File: config.mk
export PLATFORM = sky130hd
export DESIGN_NAME = sample_period_controller
export DESIGN_NICKNAME = d
export VERILOG_FILES = /design/src/rtl/sample_period_controller_pkg.sv /design/src/rtl/sample_period_controller_button.sv /design/src/rtl/sample_period_controller.sv
export SDC_FILE = /design/constraint.sdc
export NUM_CORES = 1
export LEC_CHECK = 0
export BUFFER_PORTS_ARGS = -buffer_cell sky130_fd_sc_hd__buf_2
export CORE_AREA = 4 4 83 85
export CTS_CLUSTER_SIZE = 16
export DETAILED_ROUTE_END_ITERATION = 8
export DIE_AREA = 0 0 87 89
export HOLD_SLACK_MARGIN = 0.1
export PLACE_DENSITY = 0.8
export SLEW_MARGIN = 20
export SYNTH_ARGS = -nofsm -noshare
export SYNTH_HDL_FRONTEND = slang
export SYNTH_SLANG_ARGS = --single-unit
File: constraint.sdc
create_clock -name clock -period 6.54 [get_ports clock]
set_input_delay 0 -clock clock [delete_from_list [all_inputs] [get_ports clock]]
set_output_delay 0 -clock clock [all_outputs]
set_load 0.05 [all_outputs]
File: src/rtl/sample_period_controller_pkg.sv
`default_nettype none
// +--------------------------------------------------------------------------+
// | sample_period_controller_pkg                                             |
// | Shared widths, reset value, auto-repeat timing and repeat-FSM encoding.  |
// | Rev 1.0                                                                  |
// +--------------------------------------------------------------------------+
package sample_period_controller_pkg;

   localparam int SAMPLE_PERIOD_BITS  = 6;
   localparam int SAMPLE_PERIOD_RESET = 9;

   localparam int REPEAT_DELAY_CYCLES = 54000000;
   localparam int REPEAT_RATE_CYCLES  = 10800000;
   localparam int REPEAT_COUNTER_BITS = 26;

   localparam int                    STATE_BITS = 2;
   localparam logic [STATE_BITS-1:0] ST_IDLE    = 2'd0;
   localparam logic [STATE_BITS-1:0] ST_DELAY   = 2'd1;
   localparam logic [STATE_BITS-1:0] ST_REPEAT  = 2'd2;

endpackage
`default_nettype wire

File: src/rtl/sample_period_controller_button.sv
`default_nettype none
// +--------------------------------------------------------------------------+
// | button_auto_repeat                                                       |
// | 2-flop synchroniser plus press-and-hold repeat FSM emitting step pulses. |
// | Rev 1.0                                                                  |
// +--------------------------------------------------------------------------+
module button_auto_repeat #(
   parameter int REPEAT_DELAY_CYCLES = sample_period_controller_pkg::REPEAT_DELAY_CYCLES,
   parameter int REPEAT_RATE_CYCLES  = sample_period_controller_pkg::REPEAT_RATE_CYCLES,
   parameter int REPEAT_COUNTER_BITS = sample_period_controller_pkg::REPEAT_COUNTER_BITS
) (
   input  logic clock,
   input  logic reset,
   input  logic button,
   output logic step
);
   import sample_period_controller_pkg::*;

   localparam logic [REPEAT_COUNTER_BITS-1:0] DELAY_LAST =
      REPEAT_COUNTER_BITS'(REPEAT_DELAY_CYCLES - 1);
   localparam logic [REPEAT_COUNTER_BITS-1:0] RATE_LAST =
      REPEAT_COUNTER_BITS'(REPEAT_RATE_CYCLES - 1);
   localparam logic [REPEAT_COUNTER_BITS-1:0] HOLD_ONE = REPEAT_COUNTER_BITS'(1);

   logic [1:0]                     sync_q, sync_d;
   logic [STATE_BITS-1:0]          state_q, state_d;
   logic [REPEAT_COUNTER_BITS-1:0] hold_q, hold_d;
   logic                           pressed;

   assign pressed = sync_q[1];

   always_ff @(posedge clock) begin
      if (reset) begin
         sync_q  <= '0;
         state_q <= ST_IDLE;
         hold_q  <= '0;
      end else begin
         sync_q  <= sync_d;
         state_q <= state_d;
         hold_q  <= hold_d;
      end
   end

   always_comb begin
      sync_d  = {sync_q[0], button};
      state_d = state_q;
      hold_d  = hold_q;
      case (state_q)
         ST_IDLE: begin
            if (pressed) begin
               state_d = ST_DELAY;
               hold_d  = '0;
            end
         end
         ST_DELAY: begin
            if (!pressed) begin
               state_d = ST_IDLE;
            end else if (hold_q == DELAY_LAST) begin
               state_d = ST_REPEAT;
               hold_d  = '0;
            end else begin
               hold_d = hold_q + HOLD_ONE;
            end
         end
         ST_REPEAT: begin
            if (!pressed) begin
               state_d = ST_IDLE;
            end else if (hold_q == RATE_LAST) begin
               hold_d = '0;
            end else begin
               hold_d = hold_q + HOLD_ONE;
            end
         end
         default: state_d = ST_IDLE;
      endcase
   end

   // Mealy step: fires in the same cycle the FSM takes the matching transition.
   always_comb begin
      step = 1'b0;
      case (state_q)
         ST_IDLE:   step = pressed;
         ST_DELAY:  step = pressed && (hold_q == DELAY_LAST);
         ST_REPEAT: step = pressed && (hold_q == RATE_LAST);
         default:   step = 1'b0;
      endcase
   end

endmodule
`default_nettype wire

File: src/rtl/sample_period_controller.sv
`default_nettype none
// +--------------------------------------------------------------------------+
// | sample_period_controller                                                 |
// | Up/Down buttons to saturating sample period; ADC tick divider strobe.    |
// | Rev 1.0                                                                  |
// +--------------------------------------------------------------------------+
module sample_period_controller #(
   parameter int SAMPLE_PERIOD_BITS  = sample_period_controller_pkg::SAMPLE_PERIOD_BITS,
   parameter int SAMPLE_PERIOD_RESET = sample_period_controller_pkg::SAMPLE_PERIOD_RESET,
   parameter int REPEAT_DELAY_CYCLES = sample_period_controller_pkg::REPEAT_DELAY_CYCLES,
   parameter int REPEAT_RATE_CYCLES  = sample_period_controller_pkg::REPEAT_RATE_CYCLES,
   parameter int REPEAT_COUNTER_BITS = sample_period_controller_pkg::REPEAT_COUNTER_BITS
) (
   input  logic                          clock,
   input  logic                          reset,
   input  logic                          buttonUp,
   input  logic                          buttonDown,
   input  logic                          adcTick,
   output logic [SAMPLE_PERIOD_BITS-1:0] samplePeriod,
   output logic                          sampleEnable,
   output logic                          periodChanged
);
   import sample_period_controller_pkg::*;

   localparam logic [SAMPLE_PERIOD_BITS-1:0] SP_RESET = SAMPLE_PERIOD_BITS'(SAMPLE_PERIOD_RESET);
   localparam logic [SAMPLE_PERIOD_BITS-1:0] SP_MAX   = '1;
   localparam logic [SAMPLE_PERIOD_BITS-1:0] SP_ZERO  = '0;
   localparam logic [SAMPLE_PERIOD_BITS-1:0] SP_ONE   = SAMPLE_PERIOD_BITS'(1);

   logic                          up_step, down_step;
   logic [SAMPLE_PERIOD_BITS-1:0] sample_period_q, sample_period_d;
   logic [SAMPLE_PERIOD_BITS-1:0] div_count_q, div_count_d;
   logic                          sample_enable_q, sample_enable_d;
   logic                          step_applied_q, step_applied_d;
   logic                          period_changed_q, period_changed_d;

   button_auto_repeat #(
      .REPEAT_DELAY_CYCLES (REPEAT_DELAY_CYCLES),
      .REPEAT_RATE_CYCLES  (REPEAT_RATE_CYCLES),
      .REPEAT_COUNTER_BITS (REPEAT_COUNTER_BITS)
   ) u_repeat_up (
      .clock  (clock),
      .reset  (reset),
      .button (buttonUp),
      .step   (up_step)
   );

   button_auto_repeat #(
      .REPEAT_DELAY_CYCLES (REPEAT_DELAY_CYCLES),
      .REPEAT_RATE_CYCLES  (REPEAT_RATE_CYCLES),
      .REPEAT_COUNTER_BITS (REPEAT_COUNTER_BITS)
   ) u_repeat_down (
      .clock  (clock),
      .reset  (reset),
      .button (buttonDown),
      .step   (down_step)
   );

   always_ff @(posedge clock) begin
      if (reset) begin
         sample_period_q  <= SP_RESET;
         div_count_q      <= '0;
         sample_enable_q  <= 1'b0;
         step_applied_q   <= 1'b0;
         period_changed_q <= 1'b0;
      end else begin
         sample_period_q  <= sample_period_d;
         div_count_q      <= div_count_d;
         sample_enable_q  <= sample_enable_d;
         step_applied_q   <= step_applied_d;
         period_changed_q <= period_changed_d;
      end
   end

   // A valid step restarts the divider and suppresses any coincident tick.
   always_comb begin
      sample_period_d  = sample_period_q;
      div_count_d      = div_count_q;
      sample_enable_d  = 1'b0;
      step_applied_d   = 1'b0;
      period_changed_d = step_applied_q;
      if (up_step && !down_step && (sample_period_q != SP_MAX)) begin
         sample_period_d = sample_period_q + SP_ONE;
         div_count_d     = '0;
         step_applied_d  = 1'b1;
      end else if (down_step && !up_step && (sample_period_q != SP_ZERO)) begin
         sample_period_d = sample_period_q - SP_ONE;
         div_count_d     = '0;
         step_applied_d  = 1'b1;
      end else if (adcTick) begin
         if (div_count_q == sample_period_q) begin
            sample_enable_d = 1'b1;
            div_count_d     = '0;
         end else begin
            div_count_d = div_count_q + SP_ONE;
         end
      end
   end

   assign samplePeriod  = sample_period_q;
   assign sampleEnable  = sample_enable_q;
   assign periodChanged = period_changed_q;

endmodule
`default_nettype wire

==> impl_metrics.csv, run 1 <==
group,metric,value,unit
worst_setup_path,reg2reg_slack,2.55,ns
cts,clock_latency,0.35,ns
cts,postCtsHoldBufs,3,
floorplanning,die_area,0.00774,mm²
sta,period_share,0.610,
sta,skew,0.0113,ns
worst_setup_path,critPathMaxFanout,7,
yosys,async_flop_share,0,
floorplanning,die_w,87,µm
worst_setup_path,reg2reg_depth,11,
finish,drive_gt1_frac,0.0774,
pwr,leakage,1.48,nW
worst_setup_path,rr_endpoint,"samplePeriod[5]",
flow_run,maxCapViolCount,0,
finish,fin_nets,520,
place,dpl.hpwl,5690,µm
pwr,power.switching,0.248,mW
sta,fin_crit,3.99,ns
sta,drv_slew,0,
detailed_routing,dr.pass1.iters,5,
yosys,synthCells,483,
worst_setup_path,cp-endpoint,"samplePeriod[5]",
worst_setup_path,critPathLaunchType,"flop",
place,portBuffers,12,
pwr,peakVddDrop,161,µV
worst_setup_path,r2r_start,"u_repeat_up.hold_q[22]",
detailed_routing,avgViaCountPerCell,5.82,
worst_setup_path,crit_start,"u_repeat_up.hold_q[22]",
detailed_routing,drt-wirelength-per-cell,14.1,µm
sta,setup_violations,0,
detailed_routing,dr_total_vias,3384,
floorplanning,coreArea,0.00620,mm²
worst_setup_path,worstSetupEndpointType,"flop",
cts,cts-root-buf,"clkbuf_8",
finish,area_growth_syn_to_layout,9.22,%
hold_path,hp-class,"input pin to flop",
yosys,mappedNetlistArea,0.00400,mm²
detailed_routing,wirelength,8180,µm
finish,layout.cells.non_filler,581,
pwr,power_density,214,mW/mm²
cts,clock-sinks,75,
sta,worst_pin_slew,1.10,ns
sta,finalSetupTns,0,ns
cts,cts_buffer_depth,2,
sta,slew_headroom,0.251,
pwr,power,0.935,mW
pwr,combPwrFrac,0.099,
global_routing,grt_pass1_vias,3163,
floorplanning,die-height,89,µm
floorplanning,start_util,0.645,
sta,report.final.hold_viol_count,0,
sta,max_freq,251,MHz
pwr,seqPwrFrac,0.507,
cts,cts_resized,0,
yosys,synth_seq_area_share,0.375,
worst_setup_path,crit_arrival,4.21,ns
worst_setup_path,worstSetupPathType,"flop to flop",
sta,rsz0062_at_grt,"false",
pwr,power_frac_clock,0.394,
global_routing,overflow,0,
cts,cts-buffers-inserted,9,
cts,htreeDepth,3,
global_routing,grt_pass1_wl,14200,µm
global_routing,grtUsageTotal,0.227,
cts,post-cts-setup-buffers,0,
yosys,synth_edf_count,0,
worst_setup_path,cp_data_required_time,6.76,ns
yosys,syn_area_per_cell,8.28,µm²
global_routing,antenna_found_initial,0,
detailed_routing,drc,0,
yosys,ys_warn_count,0,
finish,nFillCells,488,
pwr,switching_share,0.265,
yosys,synth_nets,504,
place,place_inst,562,
run_status,status,"finished clean",
floorplanning,io_pins,13,
global_routing,grt_max_degree,50,
cts,tritoncts,"done",
yosys,ys_types,50,
floorplanning,num_rows,29,
yosys,ys_seq_elements,75,
detailed_routing,final_antenna_net_count,0,
pwr,p_int,0.687,mW
cts,path_clk_slew,0.08,ns
yosys,synth_ff_type,"dfxtp_1",
finish,antennaDiodeCount,0,
sta,whs,0.258,ns
detailed_routing,first_iter_violations,201,
place,place.gp.congestion,0.871,
[synth_stat cells (10+ instances only)]
master	count	area, µm²
nor3_1	16	80.1
inv_1	15	56.3
o21ai_0	10	50.1
a21oi_1	16	80.1
nor4_1	15	93.8
nor2_1	71	267
ha_1	15	188
xor2_1	28	245
nand3_1	30	150
nand4_1	13	81.3
xnor2_1	23	201
nand2_1	45	169
nor2b_1	10	62.6
dfxtp_1	75	1500
clkbuf_1	12	45.0
[sequential cells by signal (all words and copies together) (netlist names), 2 cells and up]
signal / cells
u_repeat_down.sync_q: 2
u_repeat_up.sync_q: 2
u_repeat_up.hold_q: 26
u_repeat_down.hold_q: 26
u_repeat_up.state_q: 2
u_repeat_down.state_q: 2
samplePeriod: 6
div_count_q: 6
[layout by cell type, fill, tap and decap left out, types with 12 or more instances in the layout]
master / Yosys / layout
a21oi_1: 16 / 16
inv_1: 15 / 15
xor2_1: 28 / 28
nand2_1: 45 / 45
nor2_1: 71 / 71
nand3_1: 30 / 30
nor3_1: 16 / 16
buf_2: 0 / 12
nand4_1: 13 / 13
ha_1: 15 / 15
dfxtp_1: 75 / 75
xnor2_1: 23 / 23
nor4_1: 15 / 15
[final cells by class]
| type | instances | area [µm²] | area share |
|---|---|---|---|
| clock buffer | 10 | 138 | 0.0315 |
| clock inverter | 6 | 71.3 | 0.0163 |
| inverter | 15 | 56.3 | 0.0129 |
| multi-input combinational | 380 | 2390 | 0.548 |
| sequential | 75 | 1500 | 0.344 |
| tap | 77 | 96.3 | 0.0220 |
| timing repair buffer | 18 | 113 | 0.0258 |
[power groups by stage]
stage / Clock, mW / Combinational (mW) / Sequential [mW]
after CTS: 0.377 / 0.0931 / 0.473
final: 0.368 / 0.0930 / 0.474
after global routing: 0.398 / 0.103 / 0.475
after global placement: 0 / 0.0889 / 0.484
after floorplan: 0 / 0.0604 / 0.495
after detailed placement: 0 / 0.0910 / 0.484
[per-stage QoR]
stage / utilization / cell area (µm²) / setup slack, ns
6_report: 0.704 / 4370 / 2.55
5_1_grt: 0.704 / 4370 / 2.39
4_1_cts: 0.704 / 4370 / 2.59
3_5_place_dp: 0.666 / 4130 / 2.58
3_3_place_gp: 0.666 / 4130 / 2.69
2_1_floorplan: - / 4000 / 2.88
[cells by family after synthesis]
logic type | Yosys count | synth area share
buf+inv | 28 | 0.0263
flops | 75 | 0.375
mux | 7 | 0.0184
simple gates | 246 | 0.314
xor+xnor | 51 | 0.112
compound gates | 60 | 0.103
fa+ha+maj | 16 | 0.0519
[routing by layer]
| layer | up-vias | global-route usage | wire, µm |
|---|---|---|---|
| met3 | 12 | 0.0562 | 329 |
| met4 | 0 | 0.0765 | 95 |
| met5 | - | 0 | 0 |
| met2 | 66 | 0.374 | 3850 |
| li1 | 1749 | - | - |
| met1 | 1557 | 0.292 | 3900 |
[how the worst min path moves through the flow]
stage | cells after the start | to | startpoint
6_report | 2 | u_repeat_up.sync_q[0] | reset
3_5_place_dp | 2 | u_repeat_down.sync_q[0] | buttonDown
5_1_grt | 2 | u_repeat_up.state_q[1] | reset
4_1_cts | 2 | u_repeat_up.sync_q[0] | reset
3_3_place_gp | 2 | u_repeat_up.sync_q[0] | buttonUp
2_1_floorplan | 1 | u_repeat_down.sync_q[0] | buttonDown
[critical path, stage by stage, from the launching register on]
cell,delay [ns]
dfxtp_1,0.35
or4b_1,0.54
or4_1,0.51
a211o_1,0.29
a211oi_4,0.40
inv_1,0.16
ha_1,0.29
a21o_1,0.17
a21oi_1,0.22
o21ai_0,0.21
nor4b_1,0.19
or4b_1,0.53
(Power assumes the default switching activity.)
==> run 2, diff against run 1 <==
--- a/config.mk
+++ b/config.mk
@@ -6,12 +6,12 @@
 export NUM_CORES = 1
 export LEC_CHECK = 0
 export BUFFER_PORTS_ARGS = -buffer_cell sky130_fd_sc_hd__buf_2
-export CORE_AREA = 4 4 83 85
+export CORE_AREA = 4 4 86 88
 export CTS_CLUSTER_SIZE = 16
 export DETAILED_ROUTE_END_ITERATION = 8
-export DIE_AREA = 0 0 87 89
+export DIE_AREA = 0 0 90 92
 export HOLD_SLACK_MARGIN = 0.1
-export PLACE_DENSITY = 0.8
+export PLACE_DENSITY = 0.75
 export SLEW_MARGIN = 20
 export SYNTH_ARGS = -nofsm -noshare
 export SYNTH_HDL_FRONTEND = slang
==> constraint.sdc (replaced) <==
create_clock -name clock -period 4.2 [get_ports clock]
set_input_delay 0 -clock clock [delete_from_list [all_inputs] [get_ports clock]]
set_output_delay 0 -clock clock [all_outputs]
set_load 0.05 [all_outputs]
==> run 2 against run 1 <==
Effect of this change:
- worst hold slack gained 0.0040 ns
- register-to-register slack lost 2.4 ns
- sequential share of layout area shrank 0.098 points
- final cell count grew 0.86%
- maximum frequency shrank 1.0%
- via count grew 2.5%
- clock power grew 53%
- clock skew shrank 0.0040 ns
- total power grew 55%
- wire length grew 4.2%
- combinational power grew 59%
- sequential power grew 56%
- highest routed layer unchanged
==> impl_metrics.csv, run 2 (same netlist as run 1, synthesis figures left out) <==
group,metric,value,unit
cts,cts-buffers-inserted,9,
cts,clock_latency,0.35,ns
detailed_routing,drt-wirelength-per-cell,14.5,µm
place,place.gp.congestion,0.856,
hold_path,worstHoldStart,"reset",
worst_setup_path,cp_data_required_time,4.43,ns
sta,fin_crit,4.03,ns
sta,slew_headroom,0.292,
hold_path,min_path_cells,2,
finish,fin_nets,522,
run_status,status,"finished clean",
floorplanning,die-height,92,µm
finish,drive_gt1_frac,0.0810,
finish,top_regs,"u_repeat_down.hold_q: 26 flops, u_repeat_up.hold_q: 26 flops",
floorplanning,die_w,90,µm
hold_path,min_delay_worst_endpoint,"u_repeat_down.hold_q[8]",
worst_setup_path,reg2reg_slack,0.17,ns
global_routing,overflow,0,
cts,path_clk_slew,0.08,ns
pwr,peakVddDrop,261,µV
cts,clock-sinks,75,
worst_setup_path,worstSetupPathType,"flop to flop",
worst_setup_path,critPathLaunchType,"flop",
pwr,power_density,331,mW/mm²
global_routing,grt_pass1_wl,14900,µm
global_routing,grtUsageTotal,0.217,
finish,antennaDiodeCount,0,
worst_setup_path,reg2reg_depth,11,
finish,final_core_util,0.660,
detailed_routing,first_iter_violations,184,
detailed_routing,final_antenna_net_count,0,
worst_setup_path,rr_endpoint,"samplePeriod[5]",
global_routing,grt_pass1_vias,3264,
cts,cts_buffer_depth,2,
floorplanning,coreArea,0.00664,mm²
sta,worst_pin_slew,1.05,ns
place,post-place-ws,0.235,ns
detailed_routing,avgViaCountPerCell,5.92,
sta,drv_slew,0,
finish,area_growth_syn_to_layout,9.54,%
sta,rsz0062_at_grt,"false",
sta,report.final.hold_viol_count,0,
global_routing,grt_max_degree,50,
cts,tritoncts,"done",
finish,layout.cells.non_filler,586,
worst_setup_path,crit_arrival,4.26,ns
place,dpl.hpwl,5880,µm
cts,cts-root-buf,"clkbuf_8",
flow_run,maxCapViolCount,0,
sta,max_freq,248,MHz
cts,htreeDepth,3,
floorplanning,die_area,0.00828,mm²
global_routing,antenna_found_initial,0,
place,portBuffers,12,
place,place_inst,567,
detailed_routing,drc,0,
worst_setup_path,worstSetupEndpointType,"flop",
hold_path,hp-class,"input pin to flop",
detailed_routing,dr_total_vias,3467,
worst_setup_path,crit_start,"u_repeat_up.hold_q[7]",
sta,finalSetupTns,0,ns
sta,period_share,0.960,
finish,final_common_cell,"dfxtp_1",
place,place_area,0.00415,mm²
pwr,leakage,1.49,nW
detailed_routing,dr.pass1.iters,5,
sta,skew,0.00729,ns
cts,cts_resized,0,
worst_setup_path,r2r_start,"u_repeat_up.hold_q[7]",
floorplanning,io_pins,13,
sta,setup_violations,0,
floorplanning,num_rows,30,
floorplanning,start_util,0.602,
finish,layout_common_cells,"dfxtp_1, nor2_1, nand2_1",
worst_setup_path,critPathMaxFanout,7,
sta,fin_ws,0.168,ns
detailed_routing,wirelength,8520,µm
finish,final_area,0.00438,mm²
[run 2: changes by cell type in the layout (fill, tap and decap cells not counted), sizes merged]
| cell | before | now |
|---|---|---|
| buf | 15 | 17 |
| clkinv | 1 | 2 |
| inv | 17 | 16 |
[run 2: worst max-delay path by stage]
stage	to
floorplan	samplePeriod[5]
global placement	samplePeriod[5]
detailed placement	samplePeriod[5]
CTS	samplePeriod[5]
global route	samplePeriod[5]
finish	samplePeriod[5]
[run 2: critical path: stages (launching register included)]
cell,delay [ns]
dfxtp_1,0.36
or4b_1,0.53
or4_1,0.51
a211o_1,0.29
a211oi_4,0.38
inv_1,0.18
ha_1,0.31
a21o_1,0.18
a21oi_1,0.23
o21ai_0,0.20
nor4b_1,0.19
or4b_1,0.55
[run 2: metal layers]
| metal | share of wire | track usage | up-vias |
|---|---|---|---|
| met4 | 0.011 | 0.0651 | 0 |
| met2 | 0.48 | 0.349 | 61 |
| met3 | 0.038 | 0.0615 | 9 |
| li1 | - | - | 1746 |
| met5 | 0 | 0 | - |
| met1 | 0.47 | 0.283 | 1651 |
[run 2: repair_timing]
item / in CTS / in global routing
setup buffers: 0 / 0
setup endpoints to repair: 0 / 1
hold endpoints to repair: 4 / 0
hold buffers: 3 / 0
[run 2: final cells by class]
class | count | area (µm²)
inverter | 15 | 56.3
multi-input combinational | 380 | 2400
clock buffer | 10 | 138
timing repair buffer | 20 | 128
sequential | 75 | 1500
fill | 565 | 2260
tap | 80 | 100
clock inverter | 6 | 63.8
[run 2: stage by stage]
stage	hold WS, ns	power, mW
global placement	0.206	0.894
global route	0.278	1.51
CTS	0.249	1.46
detailed placement	0.216	0.897
floorplan	0.128	0.864
finish	0.262	1.45
[run 2: power breakdown]
part,internal [mW],total (mW),switching [mW]
Combinational,0.0535,0.148,0.0945
Sequential,0.722,0.738,0.0163
Clock,0.290,0.564,0.274
